**src/rtl/p2s_s2p_lanes_param.sv**
```systemverilog
// p2s_s2p_lanes_param: single-clock multi-lane serialiser/deserialiser.
// TX serialises one LANES*WIDTH word per WIDTH cycles (COMMA fills idle
// symbol times). RX hunts/locks on COMMA per lane, deskews lanes to a
// common symbol time and reassembles the word.
// Optional macro P2S_S2P_LOOPBACK_EN adds IN_LOOPBACK (RX takes OUT_SERIAL).
module p2s_s2p_lanes_param #(
  parameter int               LANES      = 4,
  parameter int               WIDTH      = 8,
  parameter logic [WIDTH-1:0] COMMA      = 8'hBC,
  parameter int               LOCK_COUNT = 2
) (
  input  logic                   IN_CLK,
  input  logic                   IN_RESET,
  input  logic                   IN_ENB,
  input  logic [LANES*WIDTH-1:0] IN_DATA,
  input  logic                   IN_VALID,
  output logic                   OUT_READY,
  output logic [LANES-1:0]       OUT_SERIAL,
  input  logic [LANES-1:0]       IN_SERIAL,
`ifdef P2S_S2P_LOOPBACK_EN
  input  logic                   IN_LOOPBACK,
`endif
  output logic [LANES*WIDTH-1:0] OUT_DATA,
  output logic                   OUT_VALID,
  output logic [LANES-1:0]       OUT_LANE_LOCKED,
  output logic                   OUT_LOCKED,
  output logic                   OUT_SKEW_ERR
);

  localparam int CW = $clog2(WIDTH);
  localparam int LW = $clog2(LOCK_COUNT + 1);
  localparam logic [CW-1:0] CNT_LAST = CW'(WIDTH - 1);

  typedef enum logic [1:0] {
    HUNT   = 2'd0,
    CHECK  = 2'd1,
    LOCKED = 2'd2
  } rx_state_e;

  // TX state
  logic [CW-1:0]    tx_cnt_q, tx_cnt_d;
  logic [WIDTH-1:0] tx_shift_q [LANES];
  logic [WIDTH-1:0] tx_shift_d [LANES];
  logic             tx_accept;

  // RX per-lane state
  rx_state_e        state_q    [LANES];
  rx_state_e        state_d    [LANES];
  logic [CW-1:0]    rx_cnt_q   [LANES];
  logic [CW-1:0]    rx_cnt_d   [LANES];
  logic [LW-1:0]    lk_cnt_q   [LANES];
  logic [LW-1:0]    lk_cnt_d   [LANES];
  logic [WIDTH-2:0] rx_shift_q [LANES];
  logic [WIDTH-2:0] rx_shift_d [LANES];
  logic [WIDTH-1:0] sym_q      [LANES];
  logic [WIDTH-1:0] sym_d      [LANES];
  logic [WIDTH-1:0] rx_win     [LANES];
  logic [LANES-1:0] rx_bnd, rx_comma, rx_load, lane_locked, rx_in;

  // Deskew / output state
  logic [LANES-1:0]       fresh_q, fresh_d;
  logic                   skew_err_q, skew_err_d;
  logic [LANES*WIDTH-1:0] out_data_q, out_data_d;
  logic                   out_valid_q, out_valid_d;
  logic [LANES*WIDTH-1:0] sym_cat;
  logic                   all_comma, all_locked, deskew_clr;

`ifdef P2S_S2P_LOOPBACK_EN
  assign rx_in = IN_LOOPBACK ? OUT_SERIAL : IN_SERIAL;
`else
  assign rx_in = IN_SERIAL;
`endif

  assign OUT_READY  = IN_ENB && (tx_cnt_q == CNT_LAST);
  assign tx_accept  = IN_VALID && OUT_READY;
  assign all_locked = &lane_locked;
  assign OUT_LANE_LOCKED = lane_locked;
  assign OUT_LOCKED      = all_locked;
  assign OUT_DATA        = out_data_q;
  assign OUT_VALID       = out_valid_q && IN_ENB;
  assign OUT_SKEW_ERR    = skew_err_q;

  // TX: shared symbol counter; load word or COMMA at the last bit, else shift out MSB-first
  always_comb begin
    tx_cnt_d   = tx_cnt_q;
    tx_shift_d = tx_shift_q;
    if (IN_ENB) begin
      if (tx_cnt_q == CNT_LAST) begin
        tx_cnt_d = '0;
        for (int k = 0; k < LANES; k++)
          tx_shift_d[k] = tx_accept ? IN_DATA[k*WIDTH +: WIDTH] : COMMA;
      end else begin
        tx_cnt_d = tx_cnt_q + CW'(1);
        for (int k = 0; k < LANES; k++)
          tx_shift_d[k] = {tx_shift_q[k][WIDTH-2:0], 1'b0};
      end
    end
  end

  // Per-lane window, boundary and lock decode shared by the RX and deskew logic
  always_comb begin
    for (int k = 0; k < LANES; k++) begin
      OUT_SERIAL[k]  = tx_shift_q[k][WIDTH-1];
      rx_win[k]      = {rx_shift_q[k], rx_in[k]};
      rx_bnd[k]      = (rx_cnt_q[k] == CNT_LAST);
      rx_comma[k]    = (rx_win[k] == COMMA);
      lane_locked[k] = (state_q[k] == LOCKED);
    end
  end

  // RX lanes: HUNT finds a comma, CHECK confirms LOCK_COUNT aligned commas, LOCKED captures symbols
  always_comb begin
    state_d    = state_q;
    rx_cnt_d   = rx_cnt_q;
    lk_cnt_d   = lk_cnt_q;
    rx_shift_d = rx_shift_q;
    sym_d      = sym_q;
    rx_load    = '0;
    if (IN_ENB) begin
      for (int k = 0; k < LANES; k++) begin
        rx_shift_d[k] = rx_win[k][WIDTH-2:0];
        rx_cnt_d[k]   = rx_bnd[k] ? '0 : rx_cnt_q[k] + CW'(1);
        case (state_q[k])
          HUNT: begin
            if (rx_comma[k]) begin
              rx_cnt_d[k] = '0;
              lk_cnt_d[k] = LW'(1);
              state_d[k]  = (LOCK_COUNT == 1) ? LOCKED : CHECK;
            end
          end
          CHECK: begin
            if (rx_bnd[k]) begin
              if (rx_comma[k]) begin
                lk_cnt_d[k] = lk_cnt_q[k] + LW'(1);
                if (int'(lk_cnt_q[k]) + 1 >= LOCK_COUNT) state_d[k] = LOCKED;
              end else begin
                state_d[k] = HUNT;
              end
            end
          end
          LOCKED: begin
            if (rx_bnd[k]) begin
              sym_d[k]   = rx_win[k];
              rx_load[k] = 1'b1;
            end else if (rx_comma[k]) begin
              // A comma off the boundary means the lane slipped: realign here and re-verify
              rx_cnt_d[k] = '0;
              lk_cnt_d[k] = LW'(1);
              state_d[k]  = CHECK;
            end
          end
          default: state_d[k] = HUNT;
        endcase
      end
    end
  end

  // Deskew: once every lane holds a fresh symbol, emit the word (unless all-idle) and clear fresh
  always_comb begin
    sym_cat   = '0;
    all_comma = 1'b1;
    for (int k = 0; k < LANES; k++) begin
      sym_cat[k*WIDTH +: WIDTH] = sym_q[k];
      if (sym_q[k] != COMMA) all_comma = 1'b0;
    end
    deskew_clr = IN_ENB && all_locked && (&fresh_q);
    fresh_d    = fresh_q;
    for (int k = 0; k < LANES; k++) begin
      if (rx_load[k])      fresh_d[k] = 1'b1;
      else if (deskew_clr) fresh_d[k] = 1'b0;
    end
    // A reload while still unconsumed is an overrun; a reload on the consuming edge is fine
    skew_err_d  = skew_err_q | (|(rx_load & fresh_q & ~{LANES{deskew_clr}}));
    out_data_d  = out_data_q;
    out_valid_d = out_valid_q;
    if (IN_ENB) begin
      out_valid_d = deskew_clr && !all_comma;
      if (deskew_clr && !all_comma) out_data_d = sym_cat;
    end
  end

  // State registers; asynchronous reset returns the link to idle/HUNT
  always_ff @(posedge IN_CLK or posedge IN_RESET) begin
    if (IN_RESET) begin
      tx_cnt_q <= CNT_LAST;
      for (int k = 0; k < LANES; k++) begin
        tx_shift_q[k] <= '0;
        state_q[k]    <= HUNT;
        rx_cnt_q[k]   <= '0;
        lk_cnt_q[k]   <= '0;
        rx_shift_q[k] <= '0;
        sym_q[k]      <= '0;
      end
      fresh_q     <= '0;
      skew_err_q  <= 1'b0;
      out_data_q  <= '0;
      out_valid_q <= 1'b0;
    end else begin
      tx_cnt_q    <= tx_cnt_d;
      tx_shift_q  <= tx_shift_d;
      state_q     <= state_d;
      rx_cnt_q    <= rx_cnt_d;
      lk_cnt_q    <= lk_cnt_d;
      rx_shift_q  <= rx_shift_d;
      sym_q       <= sym_d;
      fresh_q     <= fresh_d;
      skew_err_q  <= skew_err_d;
      out_data_q  <= out_data_d;
      out_valid_q <= out_valid_d;
    end
  end

endmodule

```
**config.mk**
```make
export PLATFORM = sky130hd
export DESIGN_NAME = p2s_s2p_lanes_param
export DESIGN_NICKNAME = d
export VERILOG_FILES = /design/src/rtl/p2s_s2p_lanes_param.sv
export SDC_FILE = /design/constraint.sdc
export NUM_CORES = 1
export LEC_CHECK = 0
export CORE_ASPECT_RATIO = 0.6
export CORE_MARGIN = 3
export CORE_UTILIZATION = 36
export CTS_CLUSTER_SIZE = 16
export DETAILED_ROUTE_END_ITERATION = 10
export SKIP_LAST_GASP = 1
export SYNTH_ARGS = -nofsm -noshare
export SYNTH_HDL_FRONTEND = slang
export SYNTH_SLANG_ARGS = --single-unit
```
**constraint.sdc**
```tcl
create_clock -name IN_CLK -period 10.02 [get_ports IN_CLK]
set_clock_uncertainty 0.05 [all_clocks]
set_input_delay 1.503 -clock IN_CLK [delete_from_list [all_inputs] [get_ports IN_CLK]]
set_output_delay 1.503 -clock IN_CLK [all_outputs]
set_load 0.01 [all_outputs]
```
==> flow_summary.ini <==
[status]
status = completed

[grt]
gr-total-overflow = 0
grt_max_degree = 87
antenna_found_initial = 0
grt_pass1_vias = 4839
grt_use_total = 0.1462
grt_pass1_wl_um = 25640

[routing]
dr.pass1.iters = 5
via_per_inst = 5.096
drt_iter0_drc = 346
drt_wl_total_um = 15690
ant_nets = 0
wire_per_inst_um = 16.76
via_count = 4770
drcViolationCount = 0

[critical_path]
worst_ep_required_time_ns = 8.47
cp.arrival_ns = 2.72
path_max_fanout = 54
worstPathCellList = buf_4 > and2_1 > clkdlybuf4s50_1
critPathSlowestCell = clkdlybuf4s50_1
critPathCaptureType = output port
crit_type = input port to output port
cp-start-kind = input port
max_stage_delay_ns = 0.53

[sta]
maxSlewViolCount = 0
fin_crit_ns = 4.273
setup_viol = 0
fin_crit_sh = 0.4264
tns_ns = 0
rsz0062_at_grt = no
worst_slack_ns = 5.747
relSlewSlack = 0.2973
worstMarginPinSlew_ns = 1.054
fmax_mhz = 234.1
hold_violations = 0

[synth]
yosys.area_share.simple = 0.1044
ys_types = 41
ys_warn_count = 0
synth_seq_cells = 161
synthMuxAreaShare = 0.1753
syn_nets = 640
syn_inst = 586
synth_top_family_by_area = multiplexers
ys_seq_area_frac = 0.5524
netlist_area_mm2 = 0.007301
synth_compound_area_frac = 0.1006
synth_xor_area_frac = 0
syn_area_per_cell_um2 = 12.46
synth_adder_area_share = 0.02399

[power_and_ir_drop]
p_leak_nw = 3.868
comb_power_share = 0.168
swShare = 0.2815
power_frac_seq = 0.463
pwr_density_cell_mw_per_mm2 = 202.5
power.internal_w = 0.001300
irDropWorstVdd_uv = 148.1
clkPwrFrac = 0.368
p_switching_w = 0.0005093

[layout]
antenna_cells = 0
area_growth_pct = 22.43
drive_gt1_frac = 0.2254
fin_nets = 711
fillers = 1713

[placed_design]
place_congestion = 0.7549
hpwl_um = 10710
post-place-ws_ns = 5.730
portBuffers = 83

[die]
rows = 39
pin_count = 84
die_y_um = 116.3
dieArea_mm2 = 0.02208
initial_core_util = 0.3750
core_mm2 = 0.01947
fp.dieW_um = 189.8

[clock_tree]
clk_pin_slew_ns = 0.06
cts_hold_buf = 0
cts_sinks = 161
cts-root-buf = clkbuf_16
cts_buffers = 17
post_cts_resized = 0
clock_latency_ns = 0.42
clk_path_buf_depth = 2
cts_setup_buffers = 0
cts_tree = yes
htree_levels = 4

[run]
cap_viol_max_count = 0

[hold_path]
hp-class = flop to flop
cells in the mapped netlist:
library cell | number | share of area
o21ai_0 | 28 | 0.019
or4b_2 | 1 | 0.0014
nand2_1 | 28 | 0.014
nor4_2 | 2 | 0.0034
a22o_1 | 8 | 0.0096
dfrtp_1 | 158 | 0.54
a2bb2oi_1 | 4 | 0.0048
nor2b_1 | 4 | 0.0034
nor3_1 | 11 | 0.0075
o2bb2ai_1 | 11 | 0.013
o211ai_1 | 20 | 0.021
o2111ai_1 | 1 | 0.0012
buf_6 | 3 | 0.0046
inv_1 | 39 | 0.020
nor2_1 | 18 | 0.0093
nand3_1 | 12 | 0.0082
a31oi_1 | 16 | 0.014
nand4b_1 | 8 | 0.0096
nand4_1 | 5 | 0.0043
a21o_1 | 2 | 0.0021
a21oi_2 | 1 | 0.0012
nand3b_1 | 20 | 0.021
and2_1 | 6 | 0.0051
o31ai_1 | 5 | 0.0051
mux2_4 | 29 | 0.060
buf_4 | 4 | 0.0041
ha_1 | 14 | 0.024
nand2b_1 | 4 | 0.0034
buf_2 | 1 | 0.00068
nand4bb_1 | 3 | 0.0046
dfstp_2 | 3 | 0.011
and4bb_2 | 2 | 0.0034
and4_1 | 1 | 0.0012
clkbuf_1 | 20 | 0.010
a21boi_0 | 1 | 0.0010
or4bb_1 | 2 | 0.0031
or4b_1 | 1 | 0.0014
mux2_2 | 75 | 0.12
a32o_1 | 4 | 0.0055
buf_1 | 7 | 0.0036
o22ai_1 | 4 | 0.0034
cell usage in the layout, fill, tap and decap left out, types with 2 or more instances in the layout:
cell,Yosys,routed
nor2b_1,4,4
o21ai_0,28,28
inv_8,0,2
and4bb_2,2,2
dfrtp_1,158,158
ha_1,14,14
a32o_1,4,4
a2bb2oi_1,4,4
clkdlybuf4s50_1,0,82
mux2_2,75,75
inv_1,39,38
a22o_1,8,8
clkbuf_16,0,17
or4bb_1,2,2
nor2_1,18,18
mux2_4,29,29
nor4_2,2,2
o31ai_1,5,5
nand2_1,28,28
a21o_1,2,2
dfstp_2,3,3
nor3_1,11,11
buf_4,4,5
a31oi_1,16,16
nand2b_1,4,4
and2_1,6,6
nand4b_1,8,8
inv_6,0,4
clkbuf_8,0,2
nand4bb_1,3,3
nand3_1,12,12
o2bb2ai_1,11,11
nand3b_1,20,20
o22ai_1,4,4
nand4_1,5,5
o211ai_1,20,20
clkinvlp_4,0,5
bufinv_16,0,2
flip-flops by register name, summed over array words and instances (netlist names), 8 cells and up:
signal      cells
OUT_DATA       32
sym_cat        32
rx_shift_q     28
tx_shift_q     28
rx_cnt_q       12
lk_cnt_q        8
state_q         8
layout make-up:
type	count	area, um^2	area share
sequential	161	4033	0.4511
multi-input combinational	351	2959	0.3310
timing repair buffer	87	858.3	0.09602
clock buffer	19	452.9	0.05067
tap	266	332.8	0.03723
clock inverter	13	151.4	0.01694
inverter	39	151.4	0.01694
power by group through the flow:
stage,Combinational [W],Clock [W],Sequential (W)
finish,0.000304,0.000667,0.000839
detailed placement,0.000308,0,0.000851
CTS,0.000310,0.000683,0.000839
global route,0.000347,0.000712,0.000853
global placement,0.000289,0,0.000843
floorplan,0.000236,0,0.000825
cell families (layout without fill, tap and decap cells):
family / Yosys count / count (layout)
flip-flops: 161 / 161
AND/OR/NAND/NOR: 128 / 128
AO/OA/AOI/OAI: 105 / 105
multiplexers: 104 / 104
buffers and inverters: 74 / 158
adder cells (fa/ha/maj): 14 / 14
critical path, delay by kind of cell:
kind,cells,cell delay (ns)
buffers and inverters,2,0.99
and+or+nand+nor,1,0.22
layer usage:
layer | up-vias | GRT usage | wire, um
li1 | 2257 | - | -
met1 | 2403 | 0.2126 | 7886
met2 | 97 | 0.2192 | 7162
met3 | 13 | 0.03269 | 515
met4 | 0 | 0.04478 | 123
met5 | - | 0 | 0
metrics by stage:
| step | utilization | std cells | cell area, um^2 | hold slack (ns) | power, W |
|---|---|---|---|---|---|
| floorplan | - | 586 | 7301 | 0.3958 | 0.001061 |
| global placement | 0.4281 | 904 | 8334 | 0.4248 | 0.001132 |
| detailed placement | 0.4281 | 904 | 8334 | 0.4278 | 0.001160 |
| CTS | 0.4591 | 936 | 8939 | 0.4423 | 0.001832 |
| global route | 0.4591 | 936 | 8939 | 0.4549 | 0.001913 |
| finish | 0.4591 | 936 | 8939 | 0.4371 | 0.001810 |
final timing paths:
kind	start	end	slack [ns]	cells after the start
max in group asynchronous	IN_RESET	OUT_DATA[23]	6.86	3
hold reg to reg	tx_shift_q[0]	tx_shift_q[0]	0.44	1
min in group asynchronous	IN_RESET	tx_shift_q[21]	1.52	2
setup / recovery	IN_ENB	OUT_READY	5.75	3
hold / removal	tx_shift_q[0]	tx_shift_q[0]	0.44	1
setup reg to reg	sym_cat[14]	OUT_DATA[23]	7.55	5
(Power assumes the default switching activity.)
